[src/rtl/fetch_sequencer_pkg.sv]
// Shared definitions for the fetch sequencer: bus widths, reset PC and FSM states.
package fetch_sequencer_pkg;

  localparam int INSTR_ADDR_BUS = 32;
  localparam int INSTR_BUS      = 32;

  localparam logic [31:0] RESET_PC_DEFAULT = 32'h3000_0000;

  typedef enum logic [1:0] {
    FS_BOOT = 2'd0,
    FS_RUN  = 2'd1,
    FS_HALT = 2'd2
  } fs_state_e;

endpackage

[src/rtl/fetch_sequencer_queue.sv]
// fetch_queue: small synchronous FIFO of {pc, instr} pairs.
// Flush has priority over push and pop; push into a full queue is only
// accepted when a pop frees a slot in the same cycle.
module fetch_queue #(
  parameter int DEPTH   = 2,
  parameter int ADDR_W  = 32,
  parameter int INSTR_W = 32,
  localparam int PTR_W  = $clog2(DEPTH),
  localparam int CNT_W  = $clog2(DEPTH + 1)
) (
  input  logic               clk,
  input  logic               rst,
  input  logic               flush,
  input  logic               push,
  input  logic [ADDR_W-1:0]  push_pc,
  input  logic [INSTR_W-1:0] push_instr,
  input  logic               pop,
  output logic [ADDR_W-1:0]  head_pc,
  output logic [INSTR_W-1:0] head_instr,
  output logic [CNT_W-1:0]   count,
  output logic               full,
  output logic               empty
);

  logic [ADDR_W-1:0]  pc_mem    [DEPTH];
  logic [INSTR_W-1:0] instr_mem [DEPTH];
  logic [PTR_W-1:0]   rd_ptr;
  logic [PTR_W-1:0]   wr_ptr;
  logic               push_en;
  logic               pop_en;

  assign full    = (count == CNT_W'(DEPTH));
  assign empty   = (count == '0);
  assign pop_en  = pop && !empty;
  assign push_en = push && (!full || pop_en);

  assign head_pc    = pc_mem[rd_ptr];
  assign head_instr = instr_mem[rd_ptr];

  // Entry storage write.
  // NOTE: storage carries no reset; count/pointers alone define which entries are valid.
  always_ff @(posedge clk) begin
    if (push_en && !flush) begin
      pc_mem[wr_ptr]    <= push_pc;
      instr_mem[wr_ptr] <= push_instr;
    end
  end

  // Pointer and occupancy bookkeeping; DEPTH is a power of two so pointers wrap naturally.
  // NOTE: sequential state is always updated with non-blocking assignments.
  always_ff @(posedge clk or negedge rst) begin
    if (!rst) begin
      rd_ptr <= '0;
      wr_ptr <= '0;
      count  <= '0;
    end else if (flush) begin
      rd_ptr <= '0;
      wr_ptr <= '0;
      count  <= '0;
    end else begin
      if (push_en) wr_ptr <= wr_ptr + PTR_W'(1);
      if (pop_en)  rd_ptr <= rd_ptr + PTR_W'(1);
      case ({push_en, pop_en})
        2'b10:   count <= count + CNT_W'(1);
        2'b01:   count <= count - CNT_W'(1);
        default: count <= count;
      endcase
    end
  end

endmodule

[src/rtl/fetch_sequencer.sv]
// fetch_sequencer: PC generation, instruction-memory sequencing and a small
// instruction queue feeding decode over valid/ready.
// Optional build macro FETCH_PERF_COUNTER_EN adds saturating perf counters
// perf_fetched and perf_stall.
module fetch_sequencer
  import fetch_sequencer_pkg::*;
#(
  parameter logic [31:0] RESET_PC = RESET_PC_DEFAULT,
  parameter int          QDEPTH   = 2,
  parameter int          ADDR_W   = INSTR_ADDR_BUS,
  parameter int          INSTR_W  = INSTR_BUS
) (
  input  logic               clk,
  input  logic               rst,
  input  logic               redirect_valid,
  input  logic [ADDR_W-1:0]  redirect_pc,
  input  logic               halt_req,
  output logic               imem_ce,
  output logic [ADDR_W-1:0]  imem_addr,
  input  logic [INSTR_W-1:0] imem_instr,
  output logic               out_valid,
  output logic [INSTR_W-1:0] out_instr,
  output logic [ADDR_W-1:0]  out_pc,
  input  logic               out_ready,
  output logic               halted
`ifdef FETCH_PERF_COUNTER_EN
  ,
  output logic [31:0]        perf_fetched,
  output logic [31:0]        perf_stall
`endif
);

  localparam int CNT_W = $clog2(QDEPTH + 1);

  fs_state_e         state_q, state_d;
  logic [ADDR_W-1:0] pc_q, pc_d;
  logic [ADDR_W-1:0] redirect_target;
  logic              fetch_ok;
  logic              pop;
  logic              flush;
  logic              q_full;
  logic              q_empty;
  logic [CNT_W-1:0]  q_count;
  logic              unused_bits;

  assign redirect_target = {redirect_pc[ADDR_W-1:2], 2'b00};
  assign unused_bits     = ^{redirect_pc[1:0], q_count};

  assign out_valid = !q_empty;
  assign pop       = out_valid && out_ready;
  assign flush     = redirect_valid && (state_q != FS_BOOT);
  assign fetch_ok  = (state_q == FS_RUN) && !redirect_valid && !halt_req
                     && (!q_full || pop);

  assign imem_ce   = fetch_ok;
  assign imem_addr = (state_q == FS_BOOT) ? '0 : pc_q;
  assign halted    = (state_q == FS_HALT) && q_empty;

  // Next-state and next-PC selection; redirect dominates, halt is still honoured.
  // NOTE: every combinational output gets a default first, so no latch is inferred.
  always_comb begin
    state_d = state_q;
    pc_d    = pc_q;
    case (state_q)
      FS_BOOT: begin
        state_d = FS_RUN;
        if (redirect_valid) begin
          pc_d = redirect_target;
          if (halt_req) state_d = FS_HALT;
        end
      end
      FS_RUN, FS_HALT: begin
        if (redirect_valid) begin
          pc_d    = redirect_target;
          state_d = halt_req ? FS_HALT : FS_RUN;
        end else if (state_q == FS_RUN && halt_req) begin
          state_d = FS_HALT;
        end else if (fetch_ok) begin
          pc_d = pc_q + ADDR_W'(4);
        end
      end
      default: begin
        state_d = FS_BOOT;
      end
    endcase
  end

  // State and PC registers.
  always_ff @(posedge clk or negedge rst) begin
    if (!rst) begin
      state_q <= FS_BOOT;
      pc_q    <= ADDR_W'(RESET_PC);
    end else begin
      state_q <= state_d;
      pc_q    <= pc_d;
    end
  end

  fetch_queue #(
    .DEPTH   (QDEPTH),
    .ADDR_W  (ADDR_W),
    .INSTR_W (INSTR_W)
  ) u_queue (
    .clk        (clk),
    .rst        (rst),
    .flush      (flush),
    .push       (fetch_ok),
    .push_pc    (pc_q),
    .push_instr (imem_instr),
    .pop        (pop),
    .head_pc    (out_pc),
    .head_instr (out_instr),
    .count      (q_count),
    .full       (q_full),
    .empty      (q_empty)
  );

`ifdef FETCH_PERF_COUNTER_EN
  logic stall;
  assign stall = (state_q == FS_RUN) && q_full && !pop;

  // Saturating performance counters; only reset clears them.
  always_ff @(posedge clk or negedge rst) begin
    if (!rst) begin
      perf_fetched <= '0;
      perf_stall   <= '0;
    end else begin
      if (fetch_ok && perf_fetched != '1) perf_fetched <= perf_fetched + 32'd1;
      if (stall && perf_stall != '1)      perf_stall   <= perf_stall + 32'd1;
    end
  end
`endif

endmodule

[config.mk]
export PLATFORM = sky130hd
export DESIGN_NAME = fetch_sequencer
export DESIGN_NICKNAME = d
export VERILOG_FILES = /design/src/rtl/fetch_sequencer_pkg.sv /design/src/rtl/fetch_sequencer_queue.sv /design/src/rtl/fetch_sequencer.sv
export SDC_FILE = /design/constraint.sdc
export NUM_CORES = 1
export LEC_CHECK = 0
export BUFFER_PORTS_ARGS = -buffer_cell sky130_fd_sc_hd__buf_4
export CORE_MARGIN = 8
export CORE_UTILIZATION = 49
export DETAILED_ROUTE_END_ITERATION = 12
export PLACE_DENSITY_LB_ADDON = 0.05
export SLEW_MARGIN = 20
export SYNTH_ARGS = -nofsm -noshare
export SYNTH_HDL_FRONTEND = slang
export SYNTH_SLANG_ARGS = --single-unit
[constraint.sdc]
create_clock -name clk -period 7.8 [get_ports clk]
set_input_delay 1.17 -clock clk [delete_from_list [all_inputs] [get_ports clk]]
set_output_delay 1.17 -clock clk [all_outputs]
set_load 0.05 [all_outputs]
# ---- Word level (Yosys, flattened, before mapping)
# Memory sizes are Yosys's and may differ from the RTL's.
# Index checks and enable logic that the tools add are counted.
dict set report totals {
  register_bits 38
  mem_bits_rw 128
  input_bits 69
  output_inout_bits 99
  wordCells 66
  mem_count 2
}
# name depth word_bits rd rd_ports_with_merged_regs write_ports line_no
set memory_table {}
lappend memory_table {u_queue.instr_mem 2 32 1 0 1 fetch_sequencer_queue.sv:26} ;# logic [INSTR_W-1:0] instr_mem [DEPTH];
lappend memory_table {u_queue.pc_mem 2 32 1 0 1 fetch_sequencer_queue.sv:25} ;# logic [ADDR_W-1:0] pc_mem [DEPTH];
dict set report op_classes {
  n_addsub 5
  n_eq_ne 9
  muxes 19
  reduce_logical 26
}
# cell n
set op_table {}
lappend op_table {{$mux W32} 5}
lappend op_table {{$pmux W32 S2} 1}
lappend op_table {{$add A32 B3 Y32 const B} 1}
lappend op_table {{$logic_and A1 B1 Y1} 10}
lappend op_table {{$mux W2} 5}
lappend op_table {{$pmux W2 S2} 2}
lappend op_table {{$reduce_bool A2 Y1} 4}
lappend op_table {{$eq A2 B2 Y1 const B} 3}
lappend op_table {{$mux W1} 6}
lappend op_table {{$ne A3 B3 Y1 const B} 2}
lappend op_table {{$logic_not A1 Y1} 5}
lappend op_table {{$eq A2 B1 Y1 const B} 2}
lappend op_table {{$logic_not A2 Y1} 2}
lappend op_table {{$reduce_and A4 Y1} 1}
lappend op_table {{$ne A3 B2 Y1 const B} 1}
lappend op_table {{$reduce_bool A3 Y1} 1}
lappend op_table {{$add A1 B1 Y1 const B} 2}
lappend op_table {{$add A2 B1 Y2 const B} 1}
lappend op_table {{$logic_or A1 B1 Y1} 2}
lappend op_table {{$ne A2 B2 Y1 const B} 1}
lappend op_table {{$reduce_or A2 Y1} 1}
lappend op_table {{$sub A2 B1 Y2 const B} 1}

# ---- Depth between registers and ports, before layout
# Gate-level depths: netlist of run 1.
dict set report logic_depth {
  ltp_word 9
  ltp_mapped 9
}

# ---- By module
# Synthesis of run 1 repeated with hierarchy kept, for this count alone.
dict set report hier_totals {
  cells_unflattened 542
  area_unflattened_um2 7561.0
}
# module n_inst cells_each area_per_inst_um2 seq_area_each_um2
set by_module_without_submodules {}
lappend by_module_without_submodules {fetch_queue 1 224 5064.9 3943.8}
lappend by_module_without_submodules {fetch_sequencer 1 318 2496.1 803.3}

# ---- Least setup slack after synthesis of run 1
# Ideal clock, no wire load.
dict set report synth_path {
  kind {input to register}
  startpoint {in redirect_valid}
  endpoint {mem u_queue.instr_mem[0][0], enable pin}
  arrival_ns 7.333
  slack_ns -0.168
  stages 2
  path_cell_list {clkbuf_1 nor4_1}
}
dict set report synth_between {
  elab_chain_cells 8
  elab_cells_between_ends 10
  classes_between {2 x mux; 8 x reduce/logical}
}
# item line_no
set synth_lines {}
lappend synth_lines {{start, declared} fetch_sequencer.sv:15} ;# input logic redirect_valid,
lappend synth_lines {{$logic_not A1 Y1} fetch_sequencer.sv:52} ;# assign fetch_ok = (state_q == FS_RUN) && !redirect_valid && !halt_req
lappend synth_lines {{$logic_and A1 B1 Y1 (2 in a row)} fetch_sequencer.sv:52}
lappend synth_lines {{$logic_and A1 B1 Y1} fetch_sequencer.sv:53} ;# && (!q_full || pop);
lappend synth_lines {{$logic_and A1 B1 Y1} fetch_sequencer_queue.sv:35} ;# assign push_en = push && (!full || pop_en);
lappend synth_lines {{$logic_and A1 B1 Y1 (*)} fetch_sequencer_queue.sv:43} ;# if (push_en && !flush) begin
lappend synth_lines {{$mux W1 (*)} fetch_sequencer_queue.sv:43}
lappend synth_lines {{$mux W1 (not written as such) (*)} fetch_sequencer_queue.sv:45} ;# instr_mem[wr_ptr] <= push_instr;
lappend synth_lines {{end, declared} fetch_sequencer_queue.sv:26}
# Mark *: on every way between the ends. The rest lies on a longest branch, timed or not.

# ---- Worst setup path after layout of run 1
dict set report layout_path {
  startpoint {in out_ready}
  endpoint {out imem_ce}
}
dict set report layout_between {
  elab_chain_cells 3
}
# item line_no
set layout_lines {}
lappend layout_lines {{start, declared} fetch_sequencer.sv:24} ;# input logic out_ready,
lappend layout_lines {{$logic_and A1 B1 Y1} fetch_sequencer.sv:50} ;# assign pop = out_valid && out_ready;
lappend layout_lines {{$logic_or A1 B1 Y1} fetch_sequencer.sv:53}
lappend layout_lines {{$logic_and A1 B1 Y1} fetch_sequencer.sv:53}
lappend layout_lines {{end, declared} fetch_sequencer.sv:18} ;# output logic imem_ce,
# No other way between the ends.

==> results of run 1 <==
-- worst min-delay path by stage --
stage                    from                     to
2_1_floorplan        pc_q[16]  u_queue.pc_mem[0][16]
3_3_place_gp   u_queue.rd_ptr         u_queue.rd_ptr
3_5_place_dp   u_queue.rd_ptr         u_queue.rd_ptr
4_1_cts        u_queue.rd_ptr         u_queue.rd_ptr
5_1_grt        u_queue.rd_ptr         u_queue.rd_ptr
6_report       u_queue.rd_ptr         u_queue.rd_ptr
-- logic make-up (layout without fill, tap and decap cells) --
logic type / count (synthesis) / count (layout) / share of synthesized area
other: 1 / 4 / 0.000518
AOI/OAI and AO/OA: 90 / 90 / 0.0846
and+or+nand+nor: 173 / 173 / 0.132
muxes: 67 / 67 / 0.103
xor gates and xnor gates: 2 / 2 / 0.00242
DFF: 160 / 160 / 0.639
buffers and inverters: 50 / 211 / 0.0301
adders and majority gates: 5 / 5 / 0.00864
-- report_power, final --
group	leakage, nW	total, mW	internal [mW]	switching (mW)
registers	1.54	1.31	1.12	0.193
clock network	0.302	0.860	0.509	0.351
logic	1.65	1.99	0.656	1.34
-- cells in the final DEF, fill, tap and decap left out, drive strengths merged, types with 5 or more instances in the layout --
master / count
o22ai: 8
edfxtp: 124
o211ai: 6
nand2: 31
nand3: 19
a21oi: 22
nor3: 7
nor2: 31
buf: 169
dfrtp: 34
o21ai: 14
nand4: 17
mux2: 63
clkinv: 5
a211oi: 7
clkbuf: 17
nor2b: 29
and4: 5
nor4: 10
inv: 16
ha: 5
-- sequential cells by signal (all words and copies together), names as in the netlist --
| name | cells |
|---|---|
| state_q | 2 |
| pc_q | 30 |
| u_queue.count | 2 |
| u_queue.pc_mem | 60 |
| u_queue.wr_ptr | 1 |
| u_queue.instr_mem | 64 |
| u_queue.rd_ptr | 1 |
-- routing by layer --
layer | wire (um) | GRT usage | up-vias
li1 | - | - | 2395
met1 | 7440 | 0.245 | 2458
met2 | 8690 | 0.306 | 195
met3 | 1370 | 0.0474 | 20
met4 | 219 | 0.0694 | 0
met5 | 0 | 0 | -
-- per-stage QoR --
stage / total power, mW / instance area, sq um / instances / util / hold slack (ps)
floorplan: 2.74 / 7260 / 551 / - / 440
global placement: 3.28 / 8610 / 863 / 0.594 / 523
detailed placement: 3.31 / 8610 / 863 / 0.594 / 538
CTS: 4.17 / 9210 / 895 / 0.636 / 556
global route: 4.37 / 9250 / 896 / 0.639 / 578
finish: 4.16 / 9250 / 896 / 0.639 / 558
-- final cells by class --
type,count,area (sq um),area share
Clock inverter,15,180,0.0195
Tap cell,184,230,0.0249
Multi-Input combinational cell,341,2460,0.266
Inverter,10,37.5,0.00406
Clock buffer,17,425,0.0460
Timing Repair Buffer,169,1290,0.139
Sequential cell,160,4630,0.500
-- synth_stat cells (3+ instances only) --
| library cell | instances | area, sq um |
|---|---|---|
| nor2_1 | 31 | 116 |
| buf_4 | 6 | 45.0 |
| and3_1 | 3 | 18.8 |
| o22ai_1 | 8 | 50.1 |
| dfrtp_1 | 34 | 851 |
| nor3_1 | 7 | 35.0 |
| and2_1 | 3 | 18.8 |
| inv_1 | 10 | 37.5 |
| o211ai_1 | 6 | 45.0 |
| nand4_1 | 15 | 93.8 |
| a311oi_1 | 4 | 35.0 |
| a21oi_1 | 22 | 110 |
| o31ai_1 | 3 | 22.5 |
| nor4_1 | 9 | 56.3 |
| a211oi_1 | 7 | 52.6 |
| and4_1 | 5 | 43.8 |
| o21ai_1 | 3 | 15.0 |
| buf_2 | 5 | 25.0 |
| nor2b_1 | 29 | 181 |
| or4_1 | 4 | 30.0 |
| nand3_1 | 19 | 95.1 |
| o21ai_0 | 11 | 55.1 |
| edfxtp_1 | 124 | 3720 |
| mux2i_1 | 4 | 40.0 |
| clkbuf_1 | 22 | 82.6 |
| nand2b_1 | 3 | 18.8 |
| mux2_2 | 63 | 709 |
| buf_1 | 6 | 22.5 |
| ha_1 | 5 | 62.6 |
| nand2_1 | 31 | 116 |
| a22o_1 | 4 | 35.0 |
-- worst register-to-register path, stage by stage, from the launching register on --
cell and delay (ps):
dfrtp_1 400, inv_1 100, ha_1 430, o21ai_1 560, a21boi_1 230, buf_4 240
o21ai_0 150, or3b_1 380
==> impl_metrics.csv, run 1 <==
group,metric,value,unit
status,status,"finished, final reports clean",
cells_and_area,nNetsFinal,773,
floorplan,die_area,18900,sq um
clocking,cts_sinks,160,
worst_setup_path,crit_chain,"buf_4 > nor3b_1 > nor3_1 > buf_4",
worst_setup_path,crit_family,"simple AND/OR/NAND/NOR gates",
worst_setup_path,cp-start-kind,"input port",
floorplan,fp.dieW,138,um
worst_setup_path,slowest_delay,790,ps
worst_setup_path,cp.arrival,2560,ps
timing,finalCritPeriodShare,0.478,
floorplan,row_count,44,
timing,grt_setup_unrepaired,"no",
grt,grt_pass1_vias,5202,
timing,min_period,3730,ps
timing,tightestPinTransition,996,ps
clocking,cts-resized-gates,0,
worst_setup_path,ff2ff_path_depth,7,
clocking,post_cts_buffers,0,
worst_setup_path,crit_top_cell,"buf_4",
placed_design,dp_hpwl,11700,um
yosys,syn_avg_cell_area,13.2,sq um
drt,first_iter_violations,433,
yosys,synth_edf_count,124,
timing,tns,0,ps
placed_design,pre_cts_ws,4060,ps
timing,setup_viol,0,
yosys,synth_flop_cell,"edfxtp_1",
drt,first_pass_iters,5,
min_path,hold_depth,2,
clocking,htree_levels,4,
yosys,syn_area,7240,sq um
worst_setup_path,critPathCapture,"imem_ce",
floorplan,initial_utilization,0.500,
timing,hold_viol,0,
yosys,synthCells,548,
worst_setup_path,worst-path-max-fanout,6,
pwr,p_leak,3.50,nW
clocking,clockBufferDepth,2,
worst_setup_path,crit_cells,4,
cells_and_area,areaGrowthSynthToFinish,27.7,%
floorplan,die_y,138,um
timing,max_slew_margin,0.331,
cells_and_area,final.fill_count,1122,
floorplan,pin_count,168,
worst_setup_path,r2r-start,"state_q[0]",
yosys,synth-seq-cells,160,
min_path,hold_path.class,"reg -> reg",
clocking,cts_hold_buf,0,
drt,ant_nets,0,
clocking,cts_inserted_buffers,17,
clocking,cts-root-buf,"clkbuf_16",
drt,drc,0,
worst_setup_path,cp.required,6630,ps
worst_setup_path,path_class,"in -> out",
timing,setup_ws,4070,ps
worst_setup_path,end_kind,"output pin",
pwr,p_per_area,450,nW/um^2
yosys,ys_warn_count,0,
grt,grt_max_degree,63,
clocking,clkLatencyLatePin,420,ps
timing,clock_skew,11.8,ps
worst_setup_path,r2r-end,"pc_q[29]",
timing,slew_violations,0,
worst_setup_path,r2r_slack,5230,ps
floorplan,fp.coreArea,14500,sq um
worst_setup_path,worst-path-buf-inv,2,
grt,grtUsageTotal,0.190,
placed_design,place.gp.congestion,0.802,
drt,wl,17700,um
drt,viasPerCell,5.66,
drt,num_vias,5068,
drt,wl_per_cell,19.8,um
yosys,synth_cell_types,61,
grt,grt_pass1_wl,27500,um
cells_and_area,diodes,0,
yosys,ys_async_sr_fraction,0.225,
clocking,clk_pin_slew,70,ps
grt,overflow,0,
grt,antenna_found_initial,0,
job,cap_violations,0,
timing,timing.fmax,0.268,GHz
worst_setup_path,crit_start,"out_ready",
cells_and_area,drive_gt1_frac,0.390,
worst_setup_path,critPathSlowestCell,"nor3b_1",
pwr,vdd_drop_max,0.264,mV
clocking,tritoncts,"built",
yosys,ys_seq_area_frac,0.639,
placed_design,io_buffers,161,
No activity file was read; power rests on OpenSTA's default activity.
==> inputs of run 2 (changes only) <==
--- a/config.mk
+++ b/config.mk
@@ -7,7 +7,7 @@
 export LEC_CHECK = 0
 export BUFFER_PORTS_ARGS = -buffer_cell sky130_fd_sc_hd__buf_4
 export CORE_MARGIN = 8
-export CORE_UTILIZATION = 49
+export CORE_UTILIZATION = 54
 export DETAILED_ROUTE_END_ITERATION = 12
 export PLACE_DENSITY_LB_ADDON = 0.05
 export SLEW_MARGIN = 20
==> constraint.sdc (replaced) <==
create_clock -name clk -period 3.8 [get_ports clk]
set_input_delay 0.57 -clock clk [delete_from_list [all_inputs] [get_ports clk]]
set_output_delay 0.57 -clock clk [all_outputs]
set_load 0.05 [all_outputs]
==> run 2 against run 1 <==
  * First-iteration DRC count fell by 17%
  * Sequential cell count is the same
  * Power rose by 100%
  * Worst hold slack worse by 450 ps
  * Non-clock buffer count increased by 3
  * Count of clock-buffer cells in the layout increased by 5
  * Critical endpoint is now pc_q[29]
==> impl_metrics.csv, run 2 (synthesis gave the netlist of run 1 again) <==
group,metric,value,unit
grt,grt_pass1_vias,5275,
worst_setup_path,crit_family,"compound AO/OA/AOI/OAI gates",
timing,finalCritPeriodShare,0.738,
cells_and_area,nNetsFinal,776,
worst_setup_path,crit_cells,7,
cells_and_area,top_register,"u_queue.instr_mem",
clocking,post_cts_buffers,0,
cells_and_area,reg.largest.list,"u_queue.instr_mem x64, u_queue.pc_mem x60, pc_q x30",
drt,first_iter_violations,359,
cells_and_area,largest_reg_flops,64,
clocking,htree_levels,4,
placed_design,io_buffers,161,
drt,drc,0,
status,status,"finished, final reports clean",
grt,grt_pass1_wl,27800,um
drt,viasPerCell,5.79,
timing,slew_violations,0,
drt,wl_met1,7500,um
timing,tns,0,ps
worst_setup_path,cp.arrival,3140,ps
job,cap_violations,0,
cells_and_area,layout_commonest_cell,"buf_4",
floorplan,pin_count,168,
worst_setup_path,slowest_delay,640,ps
clocking,clk_pin_slew,60,ps
placed_design,pre_cts_ws,1020,ps
drt,ant_nets,0,
pwr,combPwrFrac,0.479,
worst_setup_path,cp.required,4140,ps
timing,setup_viol,0,
placed_design,place_area,8620,sq um
timing,tightestPinTransition,1110,ps
placed_design,place.gp.congestion,0.833,
drt,first_pass_iters,5,
floorplan,fp.coreArea,13200,sq um
cells_and_area,final_area,9250,sq um
timing,hold_viol,0,
clocking,cts-root-buf,"clkbuf_16",
timing,setup_ws,997,ps
timing,grt_setup_unrepaired,"no",
placed_design,place_inst,857,
floorplan,fp.dieW,132,um
worst_setup_path,worst-path-buf-inv,2,
grt,grtUsageTotal,0.199,
pwr,power_switching,3.80,mW
floorplan,row_count,42,
cells_and_area,diodes,0,
clocking,clockBufferDepth,2,
drt,top_layer_used,"met4",
drt,wl_met2,8320,um
worst_setup_path,ff2ff_path_depth,7,
pwr,vdd_drop_max,0.742,mV
worst_setup_path,cp-start-kind,"flip-flop",
floorplan,die_area,17400,sq um
clocking,cts_hold_buf,0,
cells_and_area,drive_gt1_frac,0.386,
pwr,clockPowerShare,0.199,
grt,overflow,0,
drt,wl,17300,um
cells_and_area,layout.cells.non_filler,891,
pwr,p_sw_frac,0.447,
timing,timing.fmax,0.357,GHz
worst_setup_path,worst-path-max-fanout,9,
worst_setup_path,crit_chain,"inv_1 > ha_1 > o21ai_1 > a21boi_1 > buf_4 > nor4b_1 > or3b_1",
worst_setup_path,critPathSlowestCell,"a21boi_1",
clocking,cts_inserted_buffers,17,
pwr,finalPower,8.51,mW
min_path,hold_path.class,"in -> async",
pwr,intPower,4.70,mW
pwr,p_seq_frac,0.322,
clocking,clkLatencyLatePin,420,ps
cells_and_area,layout_common_cells,"buf_4 (169), edfxtp_1 (124), mux2_2 (63)",
pwr,p_leak,3.49,nW
cells_and_area,fin_util,0.701,
pwr,p_per_area,920,nW/um^2
drt,num_vias,5163,
floorplan,die_y,132,um
worst_setup_path,path_class,"reg -> reg",
timing,hold_ws,112,ps
clocking,cts_sinks,160,
clocking,cts-resized-gates,0,
timing,max_slew_margin,0.253,
floorplan,initial_utilization,0.549,
cells_and_area,areaGrowthSynthToFinish,27.6,%
grt,antenna_found_initial,0,
grt,grt_max_degree,63,
drt,dr_wl_met3,1160,um
timing,min_period,2800,ps
worst_setup_path,end_kind,"flip-flop",
timing,clock_skew,10.6,ps
drt,wl_per_cell,19.4,um
clocking,tritoncts,"built",
placed_design,dp_hpwl,11500,um
## run 2: cell types whose count changed in the layout (fill, tap and decap cells not counted), moves of 2 or more
| cell | delta |
|---|---|
| inv_6 | -3 |
| inv_8 | -2 |
| clkbuf_1 | +5 |
| clkinv_2 | -2 |
| clkinv_4 | +2 |
## run 2: layout make-up
type / count / area, sq um
Clock buffer: 22 / 444
Inverter: 10 / 37.5
Timing Repair Buffer: 172 / 1330
Sequential cell: 160 / 4630
Clock inverter: 10 / 139
Multi-Input combinational cell: 341 / 2450
Tap cell: 176 / 220
Fill cell: 961 / 3950
## run 2: worst reg2reg max path, stage by stage (launching register included)
cell and delay [ps]:
dfrtp_1 390, inv_1 100, ha_1 410, o21ai_1 480, a21boi_1 640, buf_4 280, nor4b_1 60, or3b_1 360
## run 2: per-layer routing
layer,global-route usage,vias up
met2,0.321,194
met5,0,-
met3,0.0541,24
met1,0.253,2548
met4,0.0728,0
li1,-,2397
## run 2: path summary, 6_finish.rpt
check / from / end / slack, ps
setup reg to reg: state_q[0] / pc_q[29] / 1000
hold reg to reg: pc_q[30] / u_queue.pc_mem[0][30] / 560
setup / recovery: state_q[0] / pc_q[29] / 1000
max in group asynchronous: rst / u_queue.rd_ptr / 3320
min in group clk: imem_instr[18] / u_queue.instr_mem[1][18] / 340
hold / removal: rst / pc_q[5] / 110
## run 2: power groups by stage
stage          Sequential, mW  Clock [mW]  Combinational [mW]
2_1_floorplan            2.54           0                3.07
3_3_place_gp             2.73           0                3.99
3_5_place_dp             2.77           0                4.04
4_1_cts                  2.73        1.72                4.06
5_1_grt                  2.79        1.78                4.32
6_report                 2.74        1.70                4.07
==> inputs of run 3 (changes only) <==
==> constraint.sdc (replaced) <==
create_clock -name clk -period 2.6 [get_ports clk]
set_input_delay 0.39 -clock clk [delete_from_list [all_inputs] [get_ports clk]]
set_output_delay 0.39 -clock clk [all_outputs]
set_load 0.05 [all_outputs]
==> run 3 against run 2 <==
  * Design area grew 1.1%
  * Power up 47%
  * Sequential share of layout area fell by 0.56 points
  * Global-route usage up 0.21 points
  * Die area did not move
  * Final cell count increased by 1.2%
  * Clock power is 44% higher
  * Largest power group unchanged
  * Highest routed layer unchanged
==> impl_metrics.csv, run 3 (synthesis gave the netlist of run 1 again) <==
group,metric,value,unit
clocking,cts_inserted_buffers,17,
clocking,clockBufferDepth,2,
cells_and_area,areaGrowthSynthToFinish,29.1,%
placed_design,place_area,8750,sq um
cells_and_area,reg.largest.list,"u_queue.instr_mem x64, u_queue.pc_mem x60, pc_q x30",
timing,clock_skew,7.70,ps
floorplan,row_count,42,
worst_setup_path,cp.required,2930,ps
pwr,finalPower,12.5,mW
grt,grt_pass1_wl,27900,um
grt,overflow,0,
floorplan,fp.dieW,132,um
status,status,"finished, final reports clean",
drt,ant_nets,0,
cells_and_area,seq_area,4630,sq um
cells_and_area,multi_input_area,2480,sq um
worst_setup_path,cp-start-kind,"flip-flop",
drt,first_pass_iters,5,
floorplan,pin_count,168,
placed_design,place.gp.congestion,0.856,
grt,antenna_found_initial,0,
timing,min_period,2300,ps
clocking,cts_sinks,160,
placed_design,pre_cts_ws,183,ps
clocking,clkLatencyLatePin,420,ps
pwr,p_leak,3.54,nW
worst_setup_path,path_class,"reg -> reg",
drt,viasPerCell,5.77,
drt,first_iter_violations,417,
clocking,htree_levels,4,
timing,tightestPinTransition,635,ps
drt,drc,0,
timing,setup_viol,0,
timing,timing.fmax,0.435,GHz
cells_and_area,drive_gt1_frac,0.405,
floorplan,die_area,17400,sq um
placed_design,dp_hpwl,12100,um
grt,grt_pass1_vias,5359,
cells_and_area,largest_reg_flops,64,
floorplan,die_y,132,um
timing,finalCritPeriodShare,0.884,
timing,grt_setup_unrepaired,"no",
cells_and_area,layout_common_cells,"buf_4 (180), edfxtp_1 (124), mux2_2 (63)",
timing,setup_ws,301,ps
floorplan,initial_utilization,0.549,
clocking,clk_pin_slew,60,ps
floorplan,fp.coreArea,13200,sq um
grt,grt_max_degree,45,
cells_and_area,nNetsFinal,787,
drt,num_vias,5206,
cells_and_area,layout.cells.non_filler,902,
worst_setup_path,worst-path-max-fanout,13,
worst_setup_path,end_kind,"flip-flop",
cells_and_area,final.fill_count,933,
clocking,tritoncts,"built",
worst_setup_path,cp.arrival,2630,ps
timing,hold_viol,0,
placed_design,place_inst,869,
timing,slew_violations,0,
drt,wl_per_cell,19.5,um
placed_design,io_buffers,161,
drt,wl,17600,um
cells_and_area,layout_commonest_cell,"buf_4",
cells_and_area,top_register,"u_queue.instr_mem",
job,cap_violations,0,
clocking,post_cts_buffers,0,
timing,max_slew_margin,0.575,
pwr,p_per_area,1330,nW/um^2
cells_and_area,diodes,0,
grt,grtUsageTotal,0.201,
min_path,hold_path.class,"in -> reg",
cells_and_area,final_area,9350,sq um
pwr,vdd_drop_max,0.780,mV
clocking,cts-root-buf,"clkbuf_16",
==> run 3: changes by cell type in the layout (fill, tap and decap cells not counted), moves of 2 or more <==
cell	before	now
buf_4	169	180
clkbuf_1	5	1
clkinvlp_4	1	4
inv_6	1	4
clkinv_2	3	1
==> run 3: cell type report <==
cell class                      count  share of cell area
Sequential cell                   160               0.495
Multi-Input combinational cell    341               0.265
Timing Repair Buffer              183               0.150
Clock buffer                       18              0.0459
Tap cell                          176              0.0236
Clock inverter                     14              0.0165
Inverter                           10             0.00401
==> run 3: path summary, 6_finish.rpt <==
| check | from | endpoint | slack, ps | cells after the start |
|---|---|---|---|---|
| max in group asynchronous | rst | pc_q[29] | 1760 | 2 |
| min reg2reg | pc_q[14] | u_queue.pc_mem[0][14] | 580 | 0 |
| min in group asynchronous | rst | pc_q[5] | 460 | 2 |
| max reg2reg | state_q[0] | pc_q[29] | 300 | 7 |
| min | imem_instr[29] | u_queue.instr_mem[0][29] | 160 | 1 |
| max | state_q[0] | pc_q[29] | 300 | 7 |
==> run 3: stage by stage <==
step,utilization,hold slack [ps],TNS (ps)
floorplan,-,94.4,-38610
global placement,0.663,390,0
detailed placement,0.663,385,0
CTS,0.708,141,0
global route,0.709,138,0
finish,0.709,155,0
==> run 3: repair_timing <==
action | CTS | global route
gates resized for setup | 0 | 1
hold buffers | 1 | 0
setup endpoints to repair | 0 | 1
endpoints found under the hold margin | 34 | 0
==> run 3: metal layers <==
metal | global-route usage | vias up | share of wire
met5 | 0 | - | 0
met4 | 0.0587 | 0 | 0.012
met3 | 0.0545 | 20 | 0.063
met2 | 0.333 | 228 | 0.50
met1 | 0.253 | 2543 | 0.42
li1 | - | 2415 | -
==> run 3: critical path: stages (launching register included) <==
cell and delay, ps:
dfrtp_1 410, inv_1 110, ha_1 420, o21ai_1 350
a21boi_1 210, buf_4 230, o21ai_0 110, or3b_1 380
==> run 3: where the power goes <==
| group | leakage (nW) | internal (mW) | switching [mW] |
|---|---|---|---|
| sequential | 1.54 | 3.36 | 0.586 |
| combinational | 1.72 | 2.03 | 4.04 |
| clock | 0.273 | 1.43 | 1.02 |
